==> src/rtl/calc_pkg.sv <==
// Shared constants, FSM state types and the default message for the calculator UART sender.
// Imported by transmitter_calc and uart_tx.
package calc_pkg;

    localparam int CLK_FREQ = 100_000_000;
    localparam int BAUD     = 9600;
    localparam int MSG_W    = 128;

    localparam logic [MSG_W-1:0] MSG = "Calculator ready";

    // Rounded to the nearest whole clock so the line rate error stays below half a clock per bit.
    function automatic int clks_per_bit(input int clk_freq, input int baud);
        return (clk_freq + baud / 2) / baud;
    endfunction

    localparam int CLKS_PER_BIT = clks_per_bit(CLK_FREQ, BAUD);

    typedef enum logic [2:0] {IDLE, LOAD, SEND, WAIT, DONE} calc_state_t;
    typedef enum logic [1:0] {TX_IDLE, TX_START, TX_DATA, TX_STOP} tx_state_t;

endpackage

==> src/rtl/uart_tx.sv <==
// 8N1 UART transmitter: start bit, N data bits LSB first, one stop bit, each CLKS_PER_BIT clocks.
// tx_done pulses for one cycle after the stop bit; tx_start is ignored while busy.
module uart_tx #(
    parameter int N            = 8,
    parameter int CLKS_PER_BIT = calc_pkg::CLKS_PER_BIT
) (
    input  logic         clk,
    input  logic         reset,
    input  logic         tx_start,
    input  logic [N-1:0] tx_data,
    output logic         tx_busy,
    output logic         tx_done,
    output logic         txd
);
    import calc_pkg::*;

    localparam int BAUD_W = (CLKS_PER_BIT > 1) ? $clog2(CLKS_PER_BIT) : 1;
    localparam int BIT_W  = (N > 1) ? $clog2(N) : 1;

    localparam logic [BAUD_W-1:0] BAUD_LAST = BAUD_W'(CLKS_PER_BIT - 1);
    localparam logic [BIT_W-1:0]  BIT_LAST  = BIT_W'(N - 1);

    tx_state_t         state, state_d;
    logic [BAUD_W-1:0] baud_cnt, baud_cnt_d;
    logic [BIT_W-1:0]  bit_cnt, bit_cnt_d;
    logic [N-1:0]      shift, shift_d;
    logic              txd_d, tx_done_d;
    logic              bit_end;

    assign bit_end = (baud_cnt == BAUD_LAST);
    assign tx_busy = (state != TX_IDLE);

    // NOTE: every output of this block gets a default first so no path leaves one unassigned (no latches).
    always_comb begin
        state_d    = state;
        baud_cnt_d = baud_cnt + 1'b1;
        bit_cnt_d  = bit_cnt;
        shift_d    = shift;
        txd_d      = txd;
        tx_done_d  = 1'b0;
        case (state)
            TX_IDLE: begin
                baud_cnt_d = '0;
                if (tx_start) begin
                    state_d = TX_START;
                    shift_d = tx_data;
                    txd_d   = 1'b0;
                end
            end
            TX_START: begin
                if (bit_end) begin
                    state_d    = TX_DATA;
                    baud_cnt_d = '0;
                    bit_cnt_d  = '0;
                    txd_d      = shift[0];
                    shift_d    = shift >> 1;
                end
            end
            TX_DATA: begin
                if (bit_end) begin
                    baud_cnt_d = '0;
                    if (bit_cnt == BIT_LAST) begin
                        state_d = TX_STOP;
                        txd_d   = 1'b1;
                    end else begin
                        bit_cnt_d = bit_cnt + 1'b1;
                        txd_d     = shift[0];
                        shift_d   = shift >> 1;
                    end
                end
            end
            TX_STOP: begin
                if (bit_end) begin
                    state_d    = TX_IDLE;
                    baud_cnt_d = '0;
                    tx_done_d  = 1'b1;
                end
            end
            default: state_d = TX_IDLE;
        endcase
    end

    // NOTE: sequential state uses non-blocking assignments so all registers update together at the edge.
    always_ff @(posedge clk) begin
        if (reset) begin
            state    <= TX_IDLE;
            baud_cnt <= '0;
            bit_cnt  <= '0;
            shift    <= '0;
            txd      <= 1'b1;
            tx_done  <= 1'b0;
        end else begin
            state    <= state_d;
            baud_cnt <= baud_cnt_d;
            bit_cnt  <= bit_cnt_d;
            shift    <= shift_d;
            txd      <= txd_d;
            tx_done  <= tx_done_d;
        end
    end

endmodule

==> src/rtl/transmitter_calc.sv <==
// Sends the fixed M-bit message once after reset, MSB character first, through uart_tx.
// LEDs: [0] frame busy, [1] frame done, [2] byte in flight, [3] inverted line.
module transmitter_calc #(
    parameter int           N        = 8,
    parameter int           M        = calc_pkg::MSG_W,
    parameter int           CLK_FREQ = calc_pkg::CLK_FREQ,
    parameter int           BAUD     = calc_pkg::BAUD,
    parameter logic [M-1:0] MSG      = calc_pkg::MSG
) (
    input  logic       clk,
    input  logic       reset,
    output logic       txd_pin,
    output logic [3:0] led
);
    import calc_pkg::*;

    localparam int NCHAR    = M / N;
    localparam int IDX_W    = (NCHAR > 1) ? $clog2(NCHAR) : 1;
    localparam int BIT_CLKS = clks_per_bit(CLK_FREQ, BAUD);

    localparam logic [IDX_W-1:0] LAST_IDX = IDX_W'(NCHAR - 1);

    calc_state_t      state, state_d;
    logic [IDX_W-1:0] idx, idx_d;
    logic [N-1:0]     tx_byte, tx_byte_d;
    logic             tx_start, tx_busy, tx_done, txd;

    uart_tx #(
        .N            (N),
        .CLKS_PER_BIT (BIT_CLKS)
    ) u_uart_tx (
        .clk      (clk),
        .reset    (reset),
        .tx_start (tx_start),
        .tx_data  (tx_byte),
        .tx_busy  (tx_busy),
        .tx_done  (tx_done),
        .txd      (txd)
    );

    assign txd_pin = txd;

    always_comb begin
        state_d   = state;
        idx_d     = idx;
        tx_byte_d = tx_byte;
        tx_start  = 1'b0;
        case (state)
            IDLE: state_d = LOAD;
            LOAD: begin
                tx_byte_d = MSG[M-1-N*int'(idx) -: N];
                state_d   = SEND;
            end
            SEND: begin
                tx_start = 1'b1;
                state_d  = WAIT;
            end
            WAIT: begin
                // The index stops at the last character rather than wrapping.
                if (tx_done) begin
                    if (idx == LAST_IDX) begin
                        state_d = DONE;
                    end else begin
                        idx_d   = idx + 1'b1;
                        state_d = LOAD;
                    end
                end
            end
            DONE:    state_d = DONE;
            default: state_d = IDLE;
        endcase
    end

    always_ff @(posedge clk) begin
        if (reset) begin
            state   <= IDLE;
            idx     <= '0;
            tx_byte <= '0;
            led     <= 4'b0000;
        end else begin
            state   <= state_d;
            idx     <= idx_d;
            tx_byte <= tx_byte_d;
            led     <= {~txd, tx_busy, (state_d == DONE), (state_d inside {LOAD, SEND, WAIT})};
        end
    end

endmodule

==> config.mk <==
export PLATFORM = sky130hd
export DESIGN_NAME = transmitter_calc
export DESIGN_NICKNAME = d
export VERILOG_FILES = /design/src/rtl/calc_pkg.sv /design/src/rtl/uart_tx.sv /design/src/rtl/transmitter_calc.sv
export SDC_FILE = /design/constraint.sdc
export NUM_CORES = 1
export LEC_CHECK = 0
export CORE_UTILIZATION = 30
export DETAILED_ROUTE_END_ITERATION = 12
export SYNTH_ARGS = -nofsm -noshare
export SYNTH_HDL_FRONTEND = slang
export SYNTH_SLANG_ARGS = --single-unit
export TNS_END_PERCENT = 10
==> constraint.sdc <==
create_clock -name clk -period 2 [get_ports clk]
set_clock_uncertainty 0.1 [all_clocks]
set_input_delay 0.2 -clock clk [delete_from_list [all_inputs] [get_ports clk]]
set_output_delay 0.2 -clock clk [all_outputs]
set_load 0.01 [all_outputs]
-- After elaboration in Yosys (flattened, before gate mapping)
Cells that the tools add are included.
- bits in registers: 48
- bits in latches: 0
- memory bits (writable): 0
- memory bits (read-only): 0
- input bits: 2
- output and inout bits: 5
- logic and storage cells: 78
- memories kept: 0
- add/sub/neg operators: 4
- multipliers: 0
- divide/modulo/power cells: 0
- magnitude comparators: 0
- equal/unequal tests: 20
- shift operators: 1
- mux-type cells: 27
- bitwise gates (word level): 3
- reductions and logical operators: 13
- operator list (operator ; number):
    $shiftx 135x8->8 const A ; 1
    $mux 8 ; 4
    $pmux 14 s2 ; 1
    $pmux 8 s3 ; 1
    $mux 3 ; 5
    $pmux 3 s5 ; 1
    $add 14x1->14 const B ; 1
    $eq 14x14->1 const B ; 1
    $mux 14 ; 1
    $eq 3x2->1 const B ; 4
    $mux 2 ; 5
    $reduce_and 5->1 ; 2
    $eq 3x3->1 const B ; 3
    $ne 2x1->1 const B ; 4
    $pmux 2 s4 ; 1
    $reduce_and 4->1 ; 2
    $sub 7x7->8 const A ; 1
    $eq 3x1->1 const B ; 2
    $mux 1 ; 6
    $pmux 3 s2 ; 1
    $reduce_bool 3->1 ; 2
    $add 4x1->4 const B ; 1
    $eq 2x2->1 const B ; 2
    $eq 4x4->1 const B ; 1
    11 further kinds ; 15

-- Logic depth before layout (Yosys ltp)
- word-level depth: 6
- depth in mapped cells: 9
- gate-level depth less buffers: 6

-- By module
From an unflattened synthesis, not the netlist that was laid out.
- cells, all modules: 259
- area total of the unflattened synthesis: 2342.2 um2
- modules (own cells, without submodules) (module ; times used ; cells each ; area each (um2) ; seq. area each (um2)):
    uart_tx ; 1 ; 164 ; 1446.4 ; 580.6
    transmitter_calc ; 1 ; 95 ; 895.9 ; 360.3

-- Worst setup path before layout
No wires, ideal clock.
- path kind: register -> register
- start: register u_uart_tx.baud_cnt[0]
- end: register u_uart_tx.baud_cnt[11]
- setup time: 0.062 ns
- arrival: 1.782 ns
- required time: 1.838 ns
- setup slack: 0.056 ns
- cell stages (with the launch flop): 10
- path buffers: 3
- clock period less this slack: 1.944 ns
- cell sequence: dfxtp_1 -> inv_1 -> ha_1 -> and4bb_2 -> and4_4 -> buf_6 -> or3_1 -> buf_6 -> buf_12 -> nor2_4
- word-level cells in the longest chain between the ends: 3
- elaborated cells on any way between the ends: 4
- classes of those cells: add/sub: 1; eq/ne: 1; mux: 2
- ends and longest elaborated chain (what ; line ; RTL):
    from (decl) ; uart_tx.sv:24 ; logic [BAUD_W-1:0] baud_cnt, baud_cnt_d;
    from (signal assigned) ; uart_tx.sv:94 ; baud_cnt <= baud_cnt_d;
    $add 14x1->14 / $eq 14x14->1 (equally long branches) ; uart_tx.sv:36, uart_tx.sv:30 ;
    $mux 14 * ; uart_tx.sv:51, uart_tx.sv:60, uart_tx.sv:73 ;
    $pmux 14 s2 * ; uart_tx.sv:41 ; case (state)
Mark *: on every way between the ends. The rest lies on a longest branch, timed or not.
A chain may end at the register's enable or synchronous reset.

-- Worst setup path in the final report
- start: register u_uart_tx.state[0]
- end: register u_uart_tx.shift[2]
- word-level cells in the longest chain between the ends: 3
- elaborated cells on any way between the ends: 10
- classes of those cells: eq/ne: 6; mux: 1; reduce/logical: 3
- ends and longest elaborated chain (what ; line ; RTL):
    from (decl) ; uart_tx.sv:23 ; tx_state_t state, state_d;
    from (signal assigned) ; uart_tx.sv:93 ; state <= state_d;
    $eq 2x2->1 (tied with other cells) ; uart_tx.sv:41 ;
    $ne 2x2->1 (no line) (tied with other cells) ; -- ;
    $reduce_and 5->1 (no line) ; -- ;
    to (signal assigned) ; uart_tx.sv:96 ; shift <= shift_d;
    to (decl) ; uart_tx.sv:26 ; logic [N-1:0] shift, shift_d;
Parallel ways exist; a longest one is shown, timed or not.

==> metrics <==
status completed; DRT iter0 DRCs 70; Synth Area in XOR/XNOR 0.0522; Crit Path Class flip-flop to flip-flop; vias in the first global route 1846; WL/cell 11.4 um; # IOs 7; Power Total 2.67 mW; antenna violations before repair 0; Compound-Gate Fraction of Synth Area 0.117; Num CTS Buffers 5; core box area slightly above 8000 um^2; clock buffer depth 2; total track usage 0.117; total wire length around 4.6 mm; synthesized area 2520 um^2; Worst-Margin Slew 449 ps; TritonCTS clock tree yes; RSZ-0062 raised after global routing no; share of cells above drive strength 1 0.187; FP Rows 33; DR DRC count 0; # nets final 310; Max-Cap Viols 0; Crit path max-delay family flip-flops; Seq pwr share 0.396; H-tree level count 2; Synth Area in Simple Gates 0.260; Initial Util 0.308; Yosys warnings 0; Worst-Skew Late Latency 300 ps; Yosys reg bits 46; Final Slew Violations 0; leakage around 0.96 nW; clock sink count 46; Data required, critical path 2120 ps; # fillers 850; ys async rst share 0; CP max stage cell dfxtp_1; clk root buf clkbuf_8; fin area 2850 um^2; synthesized area per cell between 8 and 9 um^2; Core Util, Final 0.348; final hold viol count 0; post-CTS setup-driven buffer insertion count 0; Port Buffer Count 6; drt via density approximately 4.7; CP startpoint kind flip-flop; internal power 1.80 mW; switching share of total power 0.326; Layout area overhead 13.0%; f_max 532 MHz; Die Ht ~94 um; Setup-failing EPs final 0; Vias 1890; cell count after synthesis approximately 280; first-pass GRT wire length just over 8 mm; Antenna Cells 0; R2R Setup Slk 120 ps; most common flop cell mapped by yosys dfxtp_1; pin count of the biggest net entering global routing 16; period utilisation layout 0.941; WP data arrival 2000 ps; count of cell types in the netlist 46; net count after synthesis 300; global route overflow 0; Worst-path clk slew 90 ps; register area share after synthesis 0.366; pwr/cell area 938 nW/um^2; dpl ws 108 ps; mux cell area share after synthesis 0.0695; setup TNS 0 ps; Clk pwr share 0.260; Post-Place Cell Area 2730 um^2; DR pass1 iterations 4; slowest stage delay, CP about 370 ps; Adder-Cell Fraction of Synth Area 0.0745; switching pwr 0.871 mW; Crit Path Max Fanout 10; CP Capture Type flip-flop; CP cell instances inv_1 -> ha_1 -> nor2_2 -> buf_4 -> nand2_1 -> mux2_2 -> a31oi_1; post-route ant nets 0; Setup WS post-layout 119 ps; Max VDD drop roughly 0.37 mV; chip width 93.6 um; Buf/Inv on CP 2; Routability Congestion 0.722; largest family of logic cells by synthesized area simple AND/OR/NAND/NOR gates; Post-synth EDFFs 0; crit path time final 1880 ps; HPWL Detailed 3.36 mm; slew margin rel. 0.700; Hold Path Class flip-flop to flip-flop; Die ar. 8770 um^2; combinational share of power 0.344
state kept, by name (all words and copies together), names as in the netlist:
| name | cells |
|---|---|
| u_uart_tx.baud_cnt | 14 |
| tx_byte | 7 |
| u_uart_tx.shift | 7 |
| idx | 4 |
| led | 4 |
| state | 3 |
| u_uart_tx.bit_cnt | 3 |
| u_uart_tx.state | 2 |
| u_uart_tx.tx_done | 1 |
| u_uart_tx.txd | 1 |
synth_stat cells (all sizes together), types with 2 or more instances:
master | n | share of area
nor4b | 2 | 0.0070
and4bb | 2 | 0.0099
nand2b | 3 | 0.0075
a221oi | 2 | 0.014
a21oi | 8 | 0.020
mux2 | 12 | 0.054
xor2 | 2 | 0.0070
or3b | 3 | 0.011
a211o | 2 | 0.0070
nor2b | 4 | 0.0099
nor3 | 9 | 0.018
nand4 | 6 | 0.015
clkbuf | 9 | 0.013
nand3 | 14 | 0.028
ha | 15 | 0.075
inv | 16 | 0.024
nor2 | 41 | 0.087
nor4 | 3 | 0.0075
dfxtp | 46 | 0.37
a31oi | 6 | 0.015
o21ai | 12 | 0.024
nand2 | 23 | 0.034
and3b | 2 | 0.0070
a211oi | 6 | 0.018
a311oi | 2 | 0.0070
mux2i | 4 | 0.016
xnor2 | 13 | 0.045
buf | 7 | 0.024
cell families (layout without fill, tap and decap cells):
logic type                 count (synthesis)  after routing
adders and majority gates                 15             15
buffers and inverters                     32             43
and+or+nand+nor                          118            118
xor gates and xnor gates                  15             15
AOI/OAI and AO/OA                         41             41
DFF                                       46             46
muxes                                     16             16
per-layer routing:
layer	track usage	part of all wire	wire length (um)	up-vias
met4	0.0449	0.013	57	0
met5	0	0	0	-
li1	-	-	-	996
met3	0.0285	0.029	134	5
met1	0.146	0.50	2270	865
met2	0.192	0.46	2100	24
final timing paths:
kind                            from            endpoint  cells past startpoint
setup / recovery  u_uart_tx.state[0]  u_uart_tx.shift[2]                      7
hold reg to reg        u_uart_tx.txd              led[3]                      1
setup reg to reg  u_uart_tx.state[0]  u_uart_tx.shift[2]                      7
hold / removal         u_uart_tx.txd              led[3]                      1
power groups by stage:
stage | logic [mW] | clock network (mW) | registers, mW
6_report | 0.919 | 0.695 | 1.06
2_1_floorplan | 0.677 | 0 | 1.08
3_3_place_gp | 0.900 | 0 | 1.08
5_1_grt | 1.01 | 0.772 | 1.07
4_1_cts | 0.912 | 0.728 | 1.06
3_5_place_dp | 0.909 | 0 | 1.08
what timing repair did:
action / CTS / global route
endpoints found under the setup margin: 0 / 10
hold buffers: 0 / 0
resized for setup: 0 / 4
cells in the final DEF (no fill, tap or decap), types with 2 or more instances in the layout:
master	instances
clkbuf_8	5
dfxtp_2	2
and3b_1	2
nand3_1	14
a211o_1	2
nand4_1	6
ha_1	14
nor2_2	3
nor4_1	3
a311oi_1	2
nand2b_1	3
a21oi_1	7
nor2b_1	4
nor2_4	8
nor4b_1	2
a211oi_1	6
dfxtp_1	44
xnor2_1	13
mux2i_1	4
a31oi_1	6
nand2_1	23
or3b_2	2
buf_4	12
mux2_2	12
nor3_1	9
xor2_1	2
nor2_1	30
inv_1	16
clkdlybuf4s50_1	6
o21ai_0	12
worst register-to-register path, delay by kind of cell, from the launching register on:
kind | cells | cell delay, ps
buffers and inverters | 2 | 290
AO/OA/AOI/OAI | 1 | 170
flip-flops | 1 | 370
adder cells (fa/ha/maj) | 1 | 360
multiplexers | 1 | 260
AND/OR/NAND/NOR | 2 | 260
metrics by stage:
step	hold slack [ps]	instances
floorplan	334	283
global placement	342	391
detailed placement	357	391
global route	397	399
finish	363	399
CTS	373	399
final cells by class:
cell class / count / area, um^2 / share of cell area
clock buffer: 5 / 68.8 / 0.0242
clock inverter: 3 / 43.8 / 0.0154
inverter: 16 / 60.1 / 0.0211
multi-input combinational: 205 / 1450 / 0.509
sequential: 46 / 923 / 0.324
tap: 105 / 131 / 0.0462
timing repair buffer: 19 / 170 / 0.0598
(Power assumes the default switching activity.)
